**config.mk**
```make
export PLATFORM = sky130hd
export DESIGN_NAME = dut_test_sequencer_flat
export DESIGN_NICKNAME = d
export VERILOG_FILES = /design/src/rtl/dut_test_sequencer_if.sv /design/src/rtl/dut_test_sequencer.sv /design/src/flat_wrapper.sv
export SDC_FILE = /design/constraint.sdc
export NUM_CORES = 1
export LEC_CHECK = 0
export CORE_AREA = 10 10 122 124
export DETAILED_ROUTE_END_ITERATION = 7
export DIE_AREA = 0 0 132 134
export DONT_BUFFER_PORTS = 1
export MAX_ROUTING_LAYER = met4
export PLACE_DENSITY_LB_ADDON = 0.15
export RECOVER_POWER = 50
export REMOVE_ABC_BUFFERS = 1
export SLEW_MARGIN = 20
export SYNTH_ARGS = -nofsm -noshare
export SYNTH_HDL_FRONTEND = slang
export SYNTH_SLANG_ARGS = --single-unit
```
**constraint.sdc**
```tcl
create_clock -name CLK -period 10.7 [get_ports CLK]
set_input_delay 2.14 -clock CLK [delete_from_list [all_inputs] [get_ports CLK]]
set_output_delay 2.14 -clock CLK [all_outputs]
set_load 0.02 [all_outputs]
```
**src/rtl/dut_test_sequencer_if.sv**
```systemverilog
// Host/DUT-side bundle of the test sequencer: host command inputs, run status outputs
// and the flattened DUT slot buses.
interface dut_test_sequencer_if #(
  parameter int unsigned BITWIDTH_DATA   = 16,
  parameter int unsigned NUM_DUT         = 4,
  parameter int unsigned NUM_BITS_HEADER = 32,
  parameter int unsigned CNT_WIDTH       = 24
);
  localparam int unsigned SEL_WIDTH = $clog2(NUM_DUT) + 1;
  localparam int unsigned HEAD_W    = NUM_BITS_HEADER - 6;

  logic                                 START_FLAG;
  logic [SEL_WIDTH-1:0]                 SEL;
  logic [BITWIDTH_DATA-1:0]             DATA_IN;
  logic [BITWIDTH_DATA-1:0]             DATA_OUT;
  logic [NUM_BITS_HEADER-1:0]           HEAD_INFO;
  logic                                 RDY_FLAG;
  logic                                 BUSY;
  logic                                 TIMEOUT_FLAG;
  logic                                 SEL_ERR;
  logic [CNT_WIDTH-1:0]                 CYCLE_CNT;
  logic [NUM_DUT:0]                     DUT_EN;
  logic                                 DUT_START;
  logic [BITWIDTH_DATA-1:0]             DUT_DATA_IN;
  logic [(NUM_DUT+1)*BITWIDTH_DATA-1:0] DUT_DOUT;
  logic [(NUM_DUT+1)*HEAD_W-1:0]        DUT_HEAD;
  logic [NUM_DUT:0]                     DUT_RDY;

  modport master (
    output START_FLAG, SEL, DATA_IN, DUT_DOUT, DUT_HEAD, DUT_RDY,
    input  DATA_OUT, HEAD_INFO, RDY_FLAG, BUSY, TIMEOUT_FLAG, SEL_ERR,
           CYCLE_CNT, DUT_EN, DUT_START, DUT_DATA_IN
  );

  modport slave (
    input  START_FLAG, SEL, DATA_IN, DUT_DOUT, DUT_HEAD, DUT_RDY,
    output DATA_OUT, HEAD_INFO, RDY_FLAG, BUSY, TIMEOUT_FLAG, SEL_ERR,
           CYCLE_CNT, DUT_EN, DUT_START, DUT_DATA_IN
  );
endinterface

```
**src/rtl/dut_test_sequencer.sv**
```systemverilog
// DUT slot multiplexer with run sequencer: latches the slot on a start edge, pulses
// DUT_START once and measures latency until the selected DUT is ready or times out.
module dut_test_sequencer #(
  parameter int unsigned BITWIDTH_DATA   = 16,
  parameter int unsigned NUM_DUT         = 4,
  parameter int unsigned NUM_BITS_HEADER = 32,
  parameter int unsigned CNT_WIDTH       = 24,
  parameter int unsigned TIMEOUT_CYCLES  = 1000
) (
  input logic                 CLK,
  input logic                 RSTN,
  dut_test_sequencer_if.slave bus
);
  localparam int unsigned SW     = $clog2(NUM_DUT) + 1;
  localparam int unsigned EN_W   = NUM_DUT + 1;
  localparam int unsigned HEAD_W = NUM_BITS_HEADER - 6;
  localparam logic [SW-1:0]        NUM_DUT_S = SW'(NUM_DUT);
  localparam logic [CNT_WIDTH-1:0] TMO      = CNT_WIDTH'(TIMEOUT_CYCLES);

  typedef enum logic [1:0] {IDLE, RUN, DONE} state_t;

  state_t                   state_q, state_d;
  logic                     start_q;
  logic [SW-1:0]            sel_q, sel_d;
  logic [BITWIDTH_DATA-1:0] data_q, data_d;
  logic                     rdy_q, rdy_d;
  logic                     busy_q, busy_d;
  logic                     tmo_q, tmo_d;
  logic                     serr_q, serr_d;
  logic [CNT_WIDTH-1:0]     cyc_q, cyc_d;
  logic [CNT_WIDTH-1:0]     cnt_q, cnt_d;
  logic [CNT_WIDTH-1:0]     cnt_inc;
  logic [EN_W-1:0]          en_q, en_d;
  logic                     dstart_q, dstart_d;

  logic                     start_edge;
  logic                     sel_ok;
  logic                     head_ok;
  logic                     hit;
  logic [HEAD_W-1:0]        head_sel;

  assign start_edge = bus.START_FLAG & ~start_q;
  assign sel_ok     = (bus.SEL != '0) && (bus.SEL <= NUM_DUT_S);
  assign head_ok    = (bus.SEL <= NUM_DUT_S);
  assign hit        = bus.DUT_RDY[sel_q];
  assign cnt_inc    = cnt_q + CNT_WIDTH'(1);
  assign head_sel   = head_ok ? bus.DUT_HEAD[int'(bus.SEL)*HEAD_W +: HEAD_W] : '0;

  always_ff @(posedge CLK or negedge RSTN) begin
    if (!RSTN) begin
      state_q  <= IDLE;
      start_q  <= 1'b0;
      sel_q    <= '0;
      data_q   <= '0;
      rdy_q    <= 1'b0;
      busy_q   <= 1'b0;
      tmo_q    <= 1'b0;
      serr_q   <= 1'b0;
      cyc_q    <= '0;
      cnt_q    <= '0;
      en_q     <= '0;
      dstart_q <= 1'b0;
    end else begin
      state_q  <= state_d;
      start_q  <= bus.START_FLAG;
      sel_q    <= sel_d;
      data_q   <= data_d;
      rdy_q    <= rdy_d;
      busy_q   <= busy_d;
      tmo_q    <= tmo_d;
      serr_q   <= serr_d;
      cyc_q    <= cyc_d;
      cnt_q    <= cnt_d;
      en_q     <= en_d;
      dstart_q <= dstart_d;
    end
  end

  always_comb begin
    state_d  = state_q;
    sel_d    = sel_q;
    data_d   = data_q;
    rdy_d    = rdy_q;
    busy_d   = busy_q;
    tmo_d    = tmo_q;
    serr_d   = serr_q;
    cyc_d    = cyc_q;
    cnt_d    = cnt_q;
    en_d     = en_q;
    dstart_d = 1'b0;
    case (state_q)
      IDLE, DONE: begin
        if (start_edge) begin
          if (sel_ok) begin
            sel_d    = bus.SEL;
            en_d     = EN_W'(1) << bus.SEL;
            dstart_d = 1'b1;
            cnt_d    = '0;
            rdy_d    = 1'b0;
            tmo_d    = 1'b0;
            serr_d   = 1'b0;
            busy_d   = 1'b1;
            state_d  = RUN;
          end else begin
            serr_d = 1'b1;
            rdy_d  = 1'b0;
          end
        end
      end
      RUN: begin
        cnt_d = cnt_inc;
        // A ready on the timeout edge still counts as a successful result.
        if (hit) begin
          data_d  = bus.DUT_DOUT[int'(sel_q)*BITWIDTH_DATA +: BITWIDTH_DATA];
          cyc_d   = cnt_inc;
          rdy_d   = 1'b1;
          busy_d  = 1'b0;
          state_d = DONE;
        end else if (cnt_inc == TMO) begin
          tmo_d   = 1'b1;
          cyc_d   = TMO;
          busy_d  = 1'b0;
          state_d = DONE;
        end
      end
      default: state_d = IDLE;
    endcase
  end

  assign bus.DATA_OUT     = data_q;
  assign bus.HEAD_INFO    = {6'(NUM_DUT), head_sel};
  assign bus.RDY_FLAG     = rdy_q;
  assign bus.BUSY         = busy_q;
  assign bus.TIMEOUT_FLAG = tmo_q;
  assign bus.SEL_ERR      = serr_q;
  assign bus.CYCLE_CNT    = cyc_q;
  assign bus.DUT_EN       = en_q;
  assign bus.DUT_START    = dstart_q;
  assign bus.DUT_DATA_IN  = bus.DATA_IN;
endmodule

```
**src/flat_wrapper.sv**
```systemverilog
// flat-port wrapper written by rule: the top's interface ports become plain ports
module dut_test_sequencer_flat 
#(
  parameter int unsigned BITWIDTH_DATA   = 16,
  parameter int unsigned NUM_DUT         = 4,
  parameter int unsigned NUM_BITS_HEADER = 32,
  parameter int unsigned CNT_WIDTH       = 24,
  parameter int unsigned TIMEOUT_CYCLES  = 1000
)
  (CLK, RSTN, bus_START_FLAG, bus_SEL, bus_DATA_IN, bus_DUT_DOUT, bus_DUT_HEAD, bus_DUT_RDY, bus_DATA_OUT, bus_HEAD_INFO, bus_RDY_FLAG, bus_BUSY, bus_TIMEOUT_FLAG, bus_SEL_ERR, bus_CYCLE_CNT, bus_DUT_EN, bus_DUT_START, bus_DUT_DATA_IN);
  dut_test_sequencer_if #(.BITWIDTH_DATA(BITWIDTH_DATA), .NUM_DUT(NUM_DUT), .NUM_BITS_HEADER(NUM_BITS_HEADER), .CNT_WIDTH(CNT_WIDTH)) bus_i ();
  input logic CLK;
  input logic RSTN;
  input wire logic [$bits(bus_i.START_FLAG)-1:0] bus_START_FLAG;
  input wire logic [$bits(bus_i.SEL)-1:0] bus_SEL;
  input wire logic [$bits(bus_i.DATA_IN)-1:0] bus_DATA_IN;
  input wire logic [$bits(bus_i.DUT_DOUT)-1:0] bus_DUT_DOUT;
  input wire logic [$bits(bus_i.DUT_HEAD)-1:0] bus_DUT_HEAD;
  input wire logic [$bits(bus_i.DUT_RDY)-1:0] bus_DUT_RDY;
  output wire logic [$bits(bus_i.DATA_OUT)-1:0] bus_DATA_OUT;
  output wire logic [$bits(bus_i.HEAD_INFO)-1:0] bus_HEAD_INFO;
  output wire logic [$bits(bus_i.RDY_FLAG)-1:0] bus_RDY_FLAG;
  output wire logic [$bits(bus_i.BUSY)-1:0] bus_BUSY;
  output wire logic [$bits(bus_i.TIMEOUT_FLAG)-1:0] bus_TIMEOUT_FLAG;
  output wire logic [$bits(bus_i.SEL_ERR)-1:0] bus_SEL_ERR;
  output wire logic [$bits(bus_i.CYCLE_CNT)-1:0] bus_CYCLE_CNT;
  output wire logic [$bits(bus_i.DUT_EN)-1:0] bus_DUT_EN;
  output wire logic [$bits(bus_i.DUT_START)-1:0] bus_DUT_START;
  output wire logic [$bits(bus_i.DUT_DATA_IN)-1:0] bus_DUT_DATA_IN;
  assign bus_i.START_FLAG = bus_START_FLAG;
  assign bus_i.SEL = bus_SEL;
  assign bus_i.DATA_IN = bus_DATA_IN;
  assign bus_i.DUT_DOUT = bus_DUT_DOUT;
  assign bus_i.DUT_HEAD = bus_DUT_HEAD;
  assign bus_i.DUT_RDY = bus_DUT_RDY;
  assign bus_DATA_OUT = bus_i.DATA_OUT;
  assign bus_HEAD_INFO = bus_i.HEAD_INFO;
  assign bus_RDY_FLAG = bus_i.RDY_FLAG;
  assign bus_BUSY = bus_i.BUSY;
  assign bus_TIMEOUT_FLAG = bus_i.TIMEOUT_FLAG;
  assign bus_SEL_ERR = bus_i.SEL_ERR;
  assign bus_CYCLE_CNT = bus_i.CYCLE_CNT;
  assign bus_DUT_EN = bus_i.DUT_EN;
  assign bus_DUT_START = bus_i.DUT_START;
  assign bus_DUT_DATA_IN = bus_i.DUT_DATA_IN;
  dut_test_sequencer #(.BITWIDTH_DATA(BITWIDTH_DATA), .NUM_DUT(NUM_DUT), .NUM_BITS_HEADER(NUM_BITS_HEADER), .CNT_WIDTH(CNT_WIDTH), .TIMEOUT_CYCLES(TIMEOUT_CYCLES)) u_core (.CLK(CLK), .RSTN(RSTN), .bus(bus_i));
endmodule
```
# --- Yosys cells after proc, flatten, opt, wreduce, memory -nomap -nowiden ---
# Cells that the tools add are included.
word_totals:
  memories: 0
  latchBits: 0
  ff_bits: 80
  ram_bits: 0
  out_inout_bits: 98
  in_bits: 237
  mem_bits_ro: 0
op_classes:
  order_cmp: 2
  shifts: 3
  div_mod_pow: 0
  n_reduce_logical: 15
  multipliers: 1
  n_eq_ne: 9
  bitwise_logic: 2
  mux: 30
  addsub: 1
ops:
  columns: ["operator", "n"]
  rows:
  - ["$shiftx 130x9->26", 1]
  - ["$mux 24", 4]
  - ["$shiftx 80x8->16", 1]
  - ["$pmux 24 s2", 1]
  - ["$mux 26", 1]
  - ["$add 24x1->24 const B", 1]
  - ["$eq 24x10->1 const B", 1]
  - ["$mux 1", 15]
  - ["$reduce_and 3->1", 4]
  - ["$mux 2", 4]
  - ["$ne 2x1->1 const B", 4]
  - ["$mul 3x4->7 const B", 1]
  - ["$pmux 1 s2", 3]
  - ["$reduce_and 2->1", 3]
  - ["$reduce_and 5->1", 1]
  - ["$shl 1x3->5 const A", 1]
  - ["$lt 3x4->1 const B", 1]
  - ["$pmux 2 s2", 1]
  - ["$reduce_and 4->1", 1]
  - ["$reduce_bool 2->1", 2]
  - ["$bmux 1 s3", 1]
  - ["$le 3x3->1 const B", 1]
  - ["$ne 3x1->1 const B", 1]
  - ["$reduce_bool 3->1", 1]
  - ["other kinds (8)", 8]

# --- Logic depth before layout (Yosys ltp) ---
# Gate-level depths: netlist of the first run.
logic_depth:
  word_depth: 5
  depth_mapped: 13
  depth_no_buf: 9

# --- Least setup slack after synthesis of the first run ---
# No wires, ideal clock.
synth_path:
  path_type: "input to output"
  startpoint: "input port bus_SEL[0]"
  endpoint: "output port bus_HEAD_INFO[10]"
  path_slack_ns: 4.073
  n_path_buf: 5
  path_stages: 9
  arrival_ns: 4.487
  t_required_ns: 8.560
  path_cell_list: "clkbuf_1 > clkbuf_1 > nor2_1 > clkbuf_1 > inv_1 > ha_1 > buf_1 > clkbuf_1 > a21oi_1"
synth_via:
  elab_chain_len: 3
  elab_cells_between_ends: 4
  cone_classes: "mul (1); order compare (1); shift (1); mux (1)"
synth_rtl:
  columns: ["item", "line_no", "text"]
  rows:
  - ["start, declared", "flat_wrapper.sv:15", "input wire logic [$bits(bus_i.SEL)-1:0] bus_SEL;"]
  - ["$mul 3x4->7", "dut_test_sequencer.sv:47", "assign head_sel = head_ok ? bus.DUT_HEAD[int'(bus.SEL)*HEAD_W +: HEAD_W] : '0;"]
  - ["$shiftx 130x9->26", "dut_test_sequencer.sv:47", null]
  - ["$mux 26 *", "dut_test_sequencer.sv:47", null]
  - ["end, declared", "flat_wrapper.sv:21", "output wire logic [$bits(bus_i.HEAD_INFO)-1:0] bus_HEAD_INFO;"]
# Every way passes the cells marked *; elsewhere a longest branch is shown, timed or not.

# --- Worst setup path in the final report of the first run ---
layout_path:
  startpoint: "input port bus_SEL[1]"
  endpoint: "output port bus_HEAD_INFO[3]"
# The elaborated chain is that of the path after synthesis.

==> run_results.csv, run 1 <==
group,metric,value,unit
status,status,"complete, no violations",
placed_design,io_buffer_count,0,
clock_tree,clockBufferDepth,2,
route,wire_per_inst,29.1,um
synth,synth-async-reset-ratio,100,%
power_and_ir_drop,max-vdd-ir-drop,0.000104,V
timing,slew_violations,0,
timing,hold_viol,0,
clock_tree,cts_max_level,3,
synth,synth.top_cell.area_share,34.7,%
route,vias_per_cell,6.36,
route,drc,0,
clock_tree,clockRootBuffer,"clkbuf_16",
synth,yosysMostFrequentCell,"nand2_1",
power_and_ir_drop,p_comb_share,32.7,%
power_and_ir_drop,p_leak,2.27,nW
synth,synth_common_cells,"90 x nand2_1, 80 x dfrtp_1, 58 x nor2_1",
power_and_ir_drop,clkPwrFrac,22.0,%
hold_path,hold_path.class,"flop to flop",
power_and_ir_drop,internal_power,0.000770,W
synth,synth_edf_count,0,
global_route,grt_pass1_vias,4995,
timing,fmax,0.168,GHz
clock_tree,post_cts_resized,0,
placed_design,dp_hpwl,17800,um
synth,synth_warnings,0,
cells_and_area,drive_gt1_share,13.7,%
die,die-area,17700,um2
global_route,grt_max_degree,81,
global_route,grt_pass1_wl,32800,um
route,ant_nets,0,
clock_tree,cts_setup_buffers,0,
setup_path,cp-start-kind,"input pin",
clock_tree,cts.sinks,80,
route,drtIter0Drc,601,
synth,synthCells,640,
synth,ys_seq_area_share,34.7,%
setup_path,path_class,"input pin to primary output",
synth,netlist.top_cell.by_area,"dfrtp_1",
clock_tree,clk_pin_slew,0.06,ns
clock_tree,cts_tree,"done",
global_route,grt.overflow.total,0,
timing,hold_ws,0.482,ns
synth,synthTopCellsByArea,"dfrtp_1 35%, mux4_2 17%, nand2_1 5.9%",
timing,min_period,5.96,ns
clock_tree,cts_made_buffers,9,
synth,synth_area,5770,um2
die,ios,335,
route,drt-total-wl,22300,um
timing,worst_pin_slew,1.14,ns
route,dr_total_vias,4877,
synth,yosysUniqueCellTypes,53,
timing,finalSetupViolations,0,
clock_tree,clock_latency,0.34,ns
cells_and_area,final_net_count,829,
synth,avgSynthCellArea,9.01,um2
die,die_h,134,um
setup_path,path_max_fanout,29,
synth,synth_flop_cell,"dfrtp_1",
timing,grt_setup_unrepaired,"no",
die,rows,41,
route,drt_pass1_iterations,5,
global_route,antenna_found_initial,4,
timing,final.setup.tns,0,ns
run,cap_violations,0,
setup_path,worstPathRequired,8.56,ns
die,fp.coreArea,12500,um2
timing,slew_headroom,23.8,%
cells_and_area,area_growth,3.84,%
placed_design,routabilityCongestion,0.946,
power_and_ir_drop,p_per_area,229,nW/um2
timing,clock-skew-final,0.00796,ns
timing,post-route-period-util,55.7,%
global_route,grt_usage,24.8,%
clock_tree,holdBufCountCts,0,
power_and_ir_drop,seqPwrFrac,45.2,%
setup_path,worstPathArrival,3.82,ns
power_and_ir_drop,power.switching,0.000599,W
die,start_util,46.3,%
die,die_w,132,um
setup_path,cp-end-kind,"primary output",
synth,ys_ff_latch,80,
power_and_ir_drop,swShare,43.8,%
-- cell families after synthesis --
kind of cell               count (synthesis)  synth area share, %
and+or+nand+nor                          242                 19.9
xor gates and xnor gates                  23                 3.49
AOI/OAI and AO/OA                        155                 15.6
other                                      2                0.130
adders and majority gates                  5                 1.09
DFF                                       80                 34.7
muxes                                     47                 17.5
buffers and inverters                     86                 7.51
-- cells in the final DEF, fill, tap and decap left out, types with 4 or more instances in the layout --
| cell | count |
|---|---|
| clkbuf_16 | 9 |
| nand3_1 | 39 |
| xor2_1 | 11 |
| inv_1 | 4 |
| nand2_1 | 90 |
| a211oi_1 | 7 |
| a22oi_1 | 17 |
| a21o_1 | 4 |
| nor2_1 | 56 |
| o31ai_1 | 8 |
| mux4_2 | 43 |
| a21oi_1 | 50 |
| and3_1 | 4 |
| nand2b_1 | 7 |
| o21ai_0 | 56 |
| conb_1 | 6 |
| ha_1 | 5 |
| dfrtp_1 | 80 |
| buf_4 | 11 |
| nor4_1 | 4 |
| nor3_1 | 5 |
| xnor2_1 | 12 |
| nand4_1 | 6 |
-- cell type report --
| type | count | area (um2) |
|---|---|---|
| fillers | 1192 | 6480 |
| clock inverters | 5 | 40.0 |
| inverters | 7 | 26.3 |
| diodes | 3 | 7.51 |
| flip-flops and latches | 80 | 2000 |
| repair buffers | 11 | 82.6 |
| clock buffers | 11 | 253 |
| multi-input cells | 478 | 3360 |
| well taps | 172 | 215 |
-- power by group through the flow --
stage / logic [W] / registers, W / clock network (W)
after floorplan: 0.000329 / 0.000599 / 0
after global placement: 0.000431 / 0.000626 / 0
after detailed placement: 0.000446 / 0.000630 / 0
after CTS: 0.000449 / 0.000625 / 0.000306
after global routing: 0.000504 / 0.000637 / 0.000322
final: 0.000448 / 0.000619 / 0.000302
-- state kept, by name (all words and copies together), names as in the netlist, 2 cells and up --
name	cells
u_core.sel_q	3
u_core.bus.DUT_EN	5
u_core.bus.DATA_OUT	16
u_core.bus.CYCLE_CNT	24
u_core.state_q	2
u_core.cnt_q	24
-- critical path, stage by stage --
cell and delay [ns]:
nor2_2 0.08, buf_4 0.31, inv_1 0.08, ha_1 0.57, a21oi_1 0.62
-- layer usage --
metal  wire length (um)  GRT usage, %
met3               2990          12.2
met2              10500          37.0
met4                266          6.00
met5                  0             -
met1               8610          29.5
-- path summary, 6_finish.rpt --
kind,startpoint,end,slack (ns),cells past startpoint
setup reg to reg,u_core.cnt_q[0],u_core.bus.CYCLE_CNT[14],6.90,9
setup / recovery,bus_SEL[1],bus_HEAD_INFO[3],4.74,5
hold reg to reg,u_core.sel_q[1],u_core.sel_q[1],0.48,2
min in group asynchronous,RSTN,u_core.bus.CYCLE_CNT[15],1.49,0
hold / removal,u_core.sel_q[1],u_core.sel_q[1],0.48,2
max in group asynchronous,RSTN,u_core.bus.DATA_OUT[10],9.09,0
-- stage by stage --
stage	cells	utilization, %	total power [W]	instance area [um2]	setup WS [ns]
6_report	767	48.0	0.00137	5990	4.74
5_1_grt	767	48.0	0.00146	5990	4.63
4_1_cts	764	48.0	0.00138	5980	4.75
3_5_place_dp	748	45.6	0.00108	5690	4.75
3_3_place_gp	748	45.6	0.00106	5690	4.79
2_1_floorplan	565	-	0.000927	5370	4.53
Power figures use the tool's default switching activity.
==> run 2: changes to the inputs <==
- clock period: 10.7 -> 5.5 ns (I/O delays scaled with it)
==> run 2 against run 1 <==
Sequential share of layout area down 0.25 points. Critical endpoint is now bus_HEAD_INFO[11]. Die area unchanged. Final cell count down 0.26%. Non-clock buffer count down 1. Utilization up 0.36 points.
==> run_results.csv, run 2 (synthesized netlist as in run 1, its figures left out) <==
group,metric,value,unit
timing,slew_headroom,30.5,%
timing,finalSetupViolations,0,
timing,worst_pin_slew,1.04,ns
setup_path,worstPathRequired,4.40,ns
status,status,"complete, no violations",
clock_tree,cts.sinks,80,
placed_design,io_buffer_count,0,
die,die_h,134,um
global_route,antenna_found_initial,2,
setup_path,path_max_fanout,29,
setup_path,cp-start-kind,"input pin",
clock_tree,clockBufferDepth,2,
timing,hold_viol,0,
setup_path,cp-end-kind,"primary output",
route,drt-total-wl,21500,um
setup_path,cp_top_family,"compound AO/OA/AOI/OAI gates",
route,ant_nets,0,
global_route,grt_usage,23.6,%
clock_tree,clockRootBuffer,"clkbuf_16",
global_route,grt.overflow.total,0,
clock_tree,cts_setup_buffers,0,
setup_path,cp_cell_sequence,"nor2_2, inv_1, ha_1, a21oi_1",
setup_path,worst-path-buf-inv,1,
setup_path,ff2ff_setup_slack,2.01,ns
cells_and_area,drive_gt1_share,13.7,%
power_and_ir_drop,max-vdd-ir-drop,0.000209,V
clock_tree,post_cts_resized,0,
run,cap_violations,0,
global_route,grt_max_degree,81,
power_and_ir_drop,power.switching,0.00113,W
power_and_ir_drop,clkPwrFrac,24.4,%
clock_tree,clk_pin_slew,0.06,ns
route,dr_total_vias,4849,
timing,post-route-period-util,65.3,%
setup_path,worst_path_largest_cell_delay,0.71,ns
clock_tree,cts_max_level,3,
cells_and_area,fillers,1193,
cells_and_area,final_cell_mix,"90 x nand2_1, 80 x dfrtp_1, 56 x o21ai_0, 56 x nor2_1, 50 x a21oi_1",
die,ios,335,
power_and_ir_drop,swShare,41.3,%
global_route,grt_pass1_wl,31300,um
power_and_ir_drop,p_leak,2.29,nW
cells_and_area,final_net_count,828,
timing,grt_setup_unrepaired,"no",
setup_path,path_class,"input pin to primary output",
power_and_ir_drop,p_comb_share,31.2,%
clock_tree,cts_tree,"done",
die,start_util,46.3,%
setup_path,crit_slowest_cell,"a21oi_1",
timing,hold_ws,0.464,ns
clock_tree,holdBufCountCts,0,
route,drc,0,
timing,final.setup.tns,0,ns
setup_path,worstPathArrival,2.49,ns
clock_tree,clock_latency,0.33,ns
timing,min_period,3.59,ns
placed_design,routabilityCongestion,0.916,
die,rows,41,
route,wire_per_inst,28.1,um
route,drt_pass1_iterations,5,
die,fp.coreArea,12500,um2
die,die-area,17700,um2
placed_design,dp_hpwl,17200,um
timing,slew_violations,0,
route,drtIter0Drc,439,
global_route,grt_pass1_vias,4842,
power_and_ir_drop,internal_power,0.00160,W
power_and_ir_drop,seqPwrFrac,44.4,%
timing,clock-skew-final,0.00680,ns
clock_tree,cts_made_buffers,9,
route,vias_per_cell,6.34,
cells_and_area,layout_commonest_cell,"nand2_1",
hold_path,hold_path.class,"input pin to asynchronous set/reset pin",
cells_and_area,area_growth,4.62,%
timing,fmax,0.278,GHz
power_and_ir_drop,p_per_area,452,nW/um2
die,die_w,132,um
run 2: changes by cell type in the layout (fill, tap and decap cells not counted), sizes merged:
cell	delta
clkinv	-1
clkbuf	+1
buf	-1
clkinvlp	-1
diode	-1
inv	-1
bufinv	+2
run 2: per-stage QoR:
stage	setup slack [ns]	total power [W]	instances	cell area, um2	util, %
floorplan	0.542	0.00180	565	5370	-
finish	1.91	0.00273	765	6030	48.4
detailed placement	1.81	0.00208	747	5680	45.6
global route	1.71	0.00291	765	6030	48.4
CTS	1.94	0.00276	763	6020	48.3
global placement	1.92	0.00206	747	5680	45.6
run 2: final cells by class:
| type | count | area [um2] | area share, % |
|---|---|---|---|
| Multi-Input combinational cell | 478 | 3370 | 55.8 |
| Clock inverter | 4 | 75.1 | 1.24 |
| Clock buffer | 12 | 267 | 4.42 |
| Antenna cell | 2 | 5.00 | 0.0830 |
| Tap cell | 172 | 215 | 3.57 |
| Inverter | 7 | 26.3 | 0.436 |
| Sequential cell | 80 | 2000 | 33.2 |
| Timing Repair Buffer | 10 | 75.1 | 1.24 |
run 2: routing by layer:
metal	GRT usage [%]	part of all wire, %
met5	-	0
met1	28.2	39
met3	12.2	13
met4	5.25	1.7
met2	34.8	47
run 2: final timing paths:
kind	startpoint	end	cells after the start
worst min register to register	u_core.cnt_q[18]	u_core.cnt_q[18]	1
worst max-delay path	bus_SEL[0]	bus_HEAD_INFO[11]	4
worst min-delay path	RSTN	u_core.bus.CYCLE_CNT[17]	0
max in group asynchronous	RSTN	u_core.bus.RDY_FLAG	0
worst max register to register	u_core.cnt_q[0]	u_core.bus.CYCLE_CNT[0]	9
min in group CLK	u_core.cnt_q[18]	u_core.cnt_q[18]	1
run 2: power groups by stage:
stage	sequential, W	clock (W)	combinational [W]
final	0.00121	0.000666	0.000851
after global routing	0.00124	0.000710	0.000963
after CTS	0.00122	0.000682	0.000857
after detailed placement	0.00123	0	0.000854
after global placement	0.00123	0	0.000831
after floorplan	0.00116	0	0.000640
==> run 3: changes to the inputs <==
- clock period: 5.5 -> 2.96 ns (I/O delays scaled with it)
==> run 3 against run 2 <==
The flow now finishes with violations (max-capacitance violations, max-slew violations). Total power rose by 85%. Register-to-register slack lost 1.8 ns. First-iteration DRC count fell by 15%. Worst hold slack worse by 0.19 ns. Final area rose by 6.1%. Final cell count increased by 6.5%. Sequential share of layout area decreased by 1.8 points. Clock power grew 58%. Combinational power up 110%. Non-clock buffer count is 52 higher. Critical path depth is 5 higher. Sequential cell count did not move. Largest power group unchanged.
==> run_results.csv, run 3 (synthesized netlist as in run 1, its figures left out) <==
group,metric,value,unit
status,status,"finished with violations",
status,violations,"max-capacitance violations, max-slew violations",
setup_path,worst_path_largest_cell_delay,0.60,ns
cells_and_area,layout_commonest_cell,"nand2_1",
timing,post-route-period-util,93.7,%
placed_design,routabilityCongestion,0.883,
placed_design,io_buffer_count,0,
clock_tree,cts.sinks,80,
run,cap_violations,1,
cells_and_area,final_net_count,880,
setup_path,cp_cell_sequence,"buf_4, nand2_1, or4_1, or3_1, o21ai_2, nand3_2, nor4_4, buf_12, a211oi_1",
cells_and_area,fin_cells,815,
setup_path,ff2ff_setup_slack,0.19,ns
timing,clock-skew-final,0.00820,ns
route,drt-total-wl,21700,um
clock_tree,cts_tree,"done",
cells_and_area,fin_util,51.3,%
cells_and_area,drive_gt1_share,21.6,%
clock_tree,clockBufferDepth,2,
timing,finalSetupViolations,0,
global_route,grt_pass1_vias,5220,
route,ant_nets,0,
timing,slew_violations,81,
power_and_ir_drop,max-vdd-ir-drop,0.000259,V
hold_path,hold_path.class,"input pin to flop",
power_and_ir_drop,p_per_area,790,nW/um2
clock_tree,clk_pin_slew,0.07,ns
setup_path,cp-start-kind,"flop",
placed_design,placed_area,6070,um2
clock_tree,cts_max_level,3,
cells_and_area,multi_input_area,3380,um2
power_and_ir_drop,power.total,0.00506,W
power_and_ir_drop,p_leak,2.54,nW
placed_design,dp_hpwl,17600,um
timing,slew_headroom,-34.5,%
setup_path,path_class,"flop to flop",
setup_path,worstPathArrival,2.96,ns
route,dr_total_vias,4985,
clock_tree,cts_made_buffers,9,
timing,worst_pin_slew,2.02,ns
clock_tree,clock_latency,0.35,ns
setup_path,worstPathRequired,3.14,ns
global_route,grt_max_degree,81,
global_route,antenna_found_initial,0,
setup_path,cp_top_family,"simple AND/OR/NAND/NOR gates",
setup_path,worst-path-buf-inv,2,
route,drtIter0Drc,374,
route,vias_per_cell,6.12,
cells_and_area,fillers,1169,
cells_and_area,final_cell_mix,"90 x nand2_1, 76 x dfrtp_1, 59 x buf_4",
route,drc,0,
timing,hold_viol,0,
setup_path,crit_slowest_cell,"or4_1",
die,die_h,134,um
clock_tree,clockRootBuffer,"clkbuf_16",
route,drt_pass1_iterations,5,
die,ios,335,
timing,hold_ws,0.270,ns
die,fp.coreArea,12500,um2
route,wire_per_inst,26.6,um
cells_and_area,stdcell_area,6400,um2
timing,fmax,0.361,GHz
global_route,grt.overflow.total,0,
global_route,grt_usage,24.1,%
die,rows,41,
setup_path,path_max_fanout,23,
cells_and_area,n_antenna_cell,0,
placed_design,dp_cells,797,
cells_and_area,area_growth,11.0,%
timing,min_period,2.77,ns
setup_path,cp-end-kind,"flop",
die,die-area,17700,um2
die,die_w,132,um
die,start_util,46.3,%
cells_and_area,register_area,2010,um2
global_route,grt_pass1_wl,32500,um
==> run 3: through the flow <==
| step | setup TNS [ns] | setup WS [ns] |
|---|---|---|
| 6_report | 0 | 0.188 |
| 5_1_grt | -0.0733 | -0.0264 |
| 4_1_cts | 0 | 0.0178 |
| 3_5_place_dp | 0 | 0.0418 |
| 3_3_place_gp | 0 | 0.0871 |
| 2_1_floorplan | -92.19 | -2.00 |
==> run 3: report_power, final <==
| group | internal [W] | total, W | switching (W) | leakage, nW |
|---|---|---|---|---|
| logic | 0.000803 | 0.00177 | 0.000970 | 1.40 |
| registers | 0.00148 | 0.00223 | 0.000754 | 1.00 |
| clock network | 0.000577 | 0.00105 | 0.000477 | 0.141 |
| total | 0.00286 | 0.00506 | 0.00220 | 2.54 |
==> run 3: final cells by class <==
class	count	share of cell area [%]
inverter	7	0.410
clock buffer	9	3.52
multi-input combinational	478	52.8
sequential	80	31.4
tap	172	3.36
timing repair buffer	62	7.74
clock inverter	7	0.841
==> run 3: repair_timing <==
item                       in CTS  in global routing
hold buffers                    1                  0
buffers inserted                0                  0
hold endpoints to repair       80                  0
gates resized for setup         0                  7
setup endpoints to repair       0                 28
==> run 3: metal layers <==
layer / global-route usage, % / share of wire, % / vias to the layer above
met2: 37.6 / 49 / 289
met1: 28.4 / 39 / 2387
met4: 5.01 / 1.1 / 0
li1: - / - / 2290
met5: - / 0 / -
met3: 10.6 / 12 / 19
==> run 3: worst paths after layout <==
check                                startpoint                       end  cells after the start
worst max-delay path            u_core.cnt_q[0]  u_core.bus.CYCLE_CNT[14]                      9
max in group asynchronous                  RSTN           u_core.cnt_q[3]                      1
worst max register to register  u_core.cnt_q[0]  u_core.bus.CYCLE_CNT[14]                      9
worst min register to register  u_core.cnt_q[4]           u_core.cnt_q[4]                      1
min in group asynchronous                  RSTN  u_core.bus.CYCLE_CNT[19]                      1
worst min-delay path             bus_START_FLAG            u_core.start_q                      0
==> run 3: worst reg2reg max path: stages, from the launching register on <==
cell	delay, ns
dfrtp_1	0.35
buf_4	0.15
nand2_1	0.10
or4_1	0.60
or3_1	0.49
o21ai_2	0.20
nand3_2	0.10
nor4_4	0.34
buf_12	0.20
a211oi_1	0.08
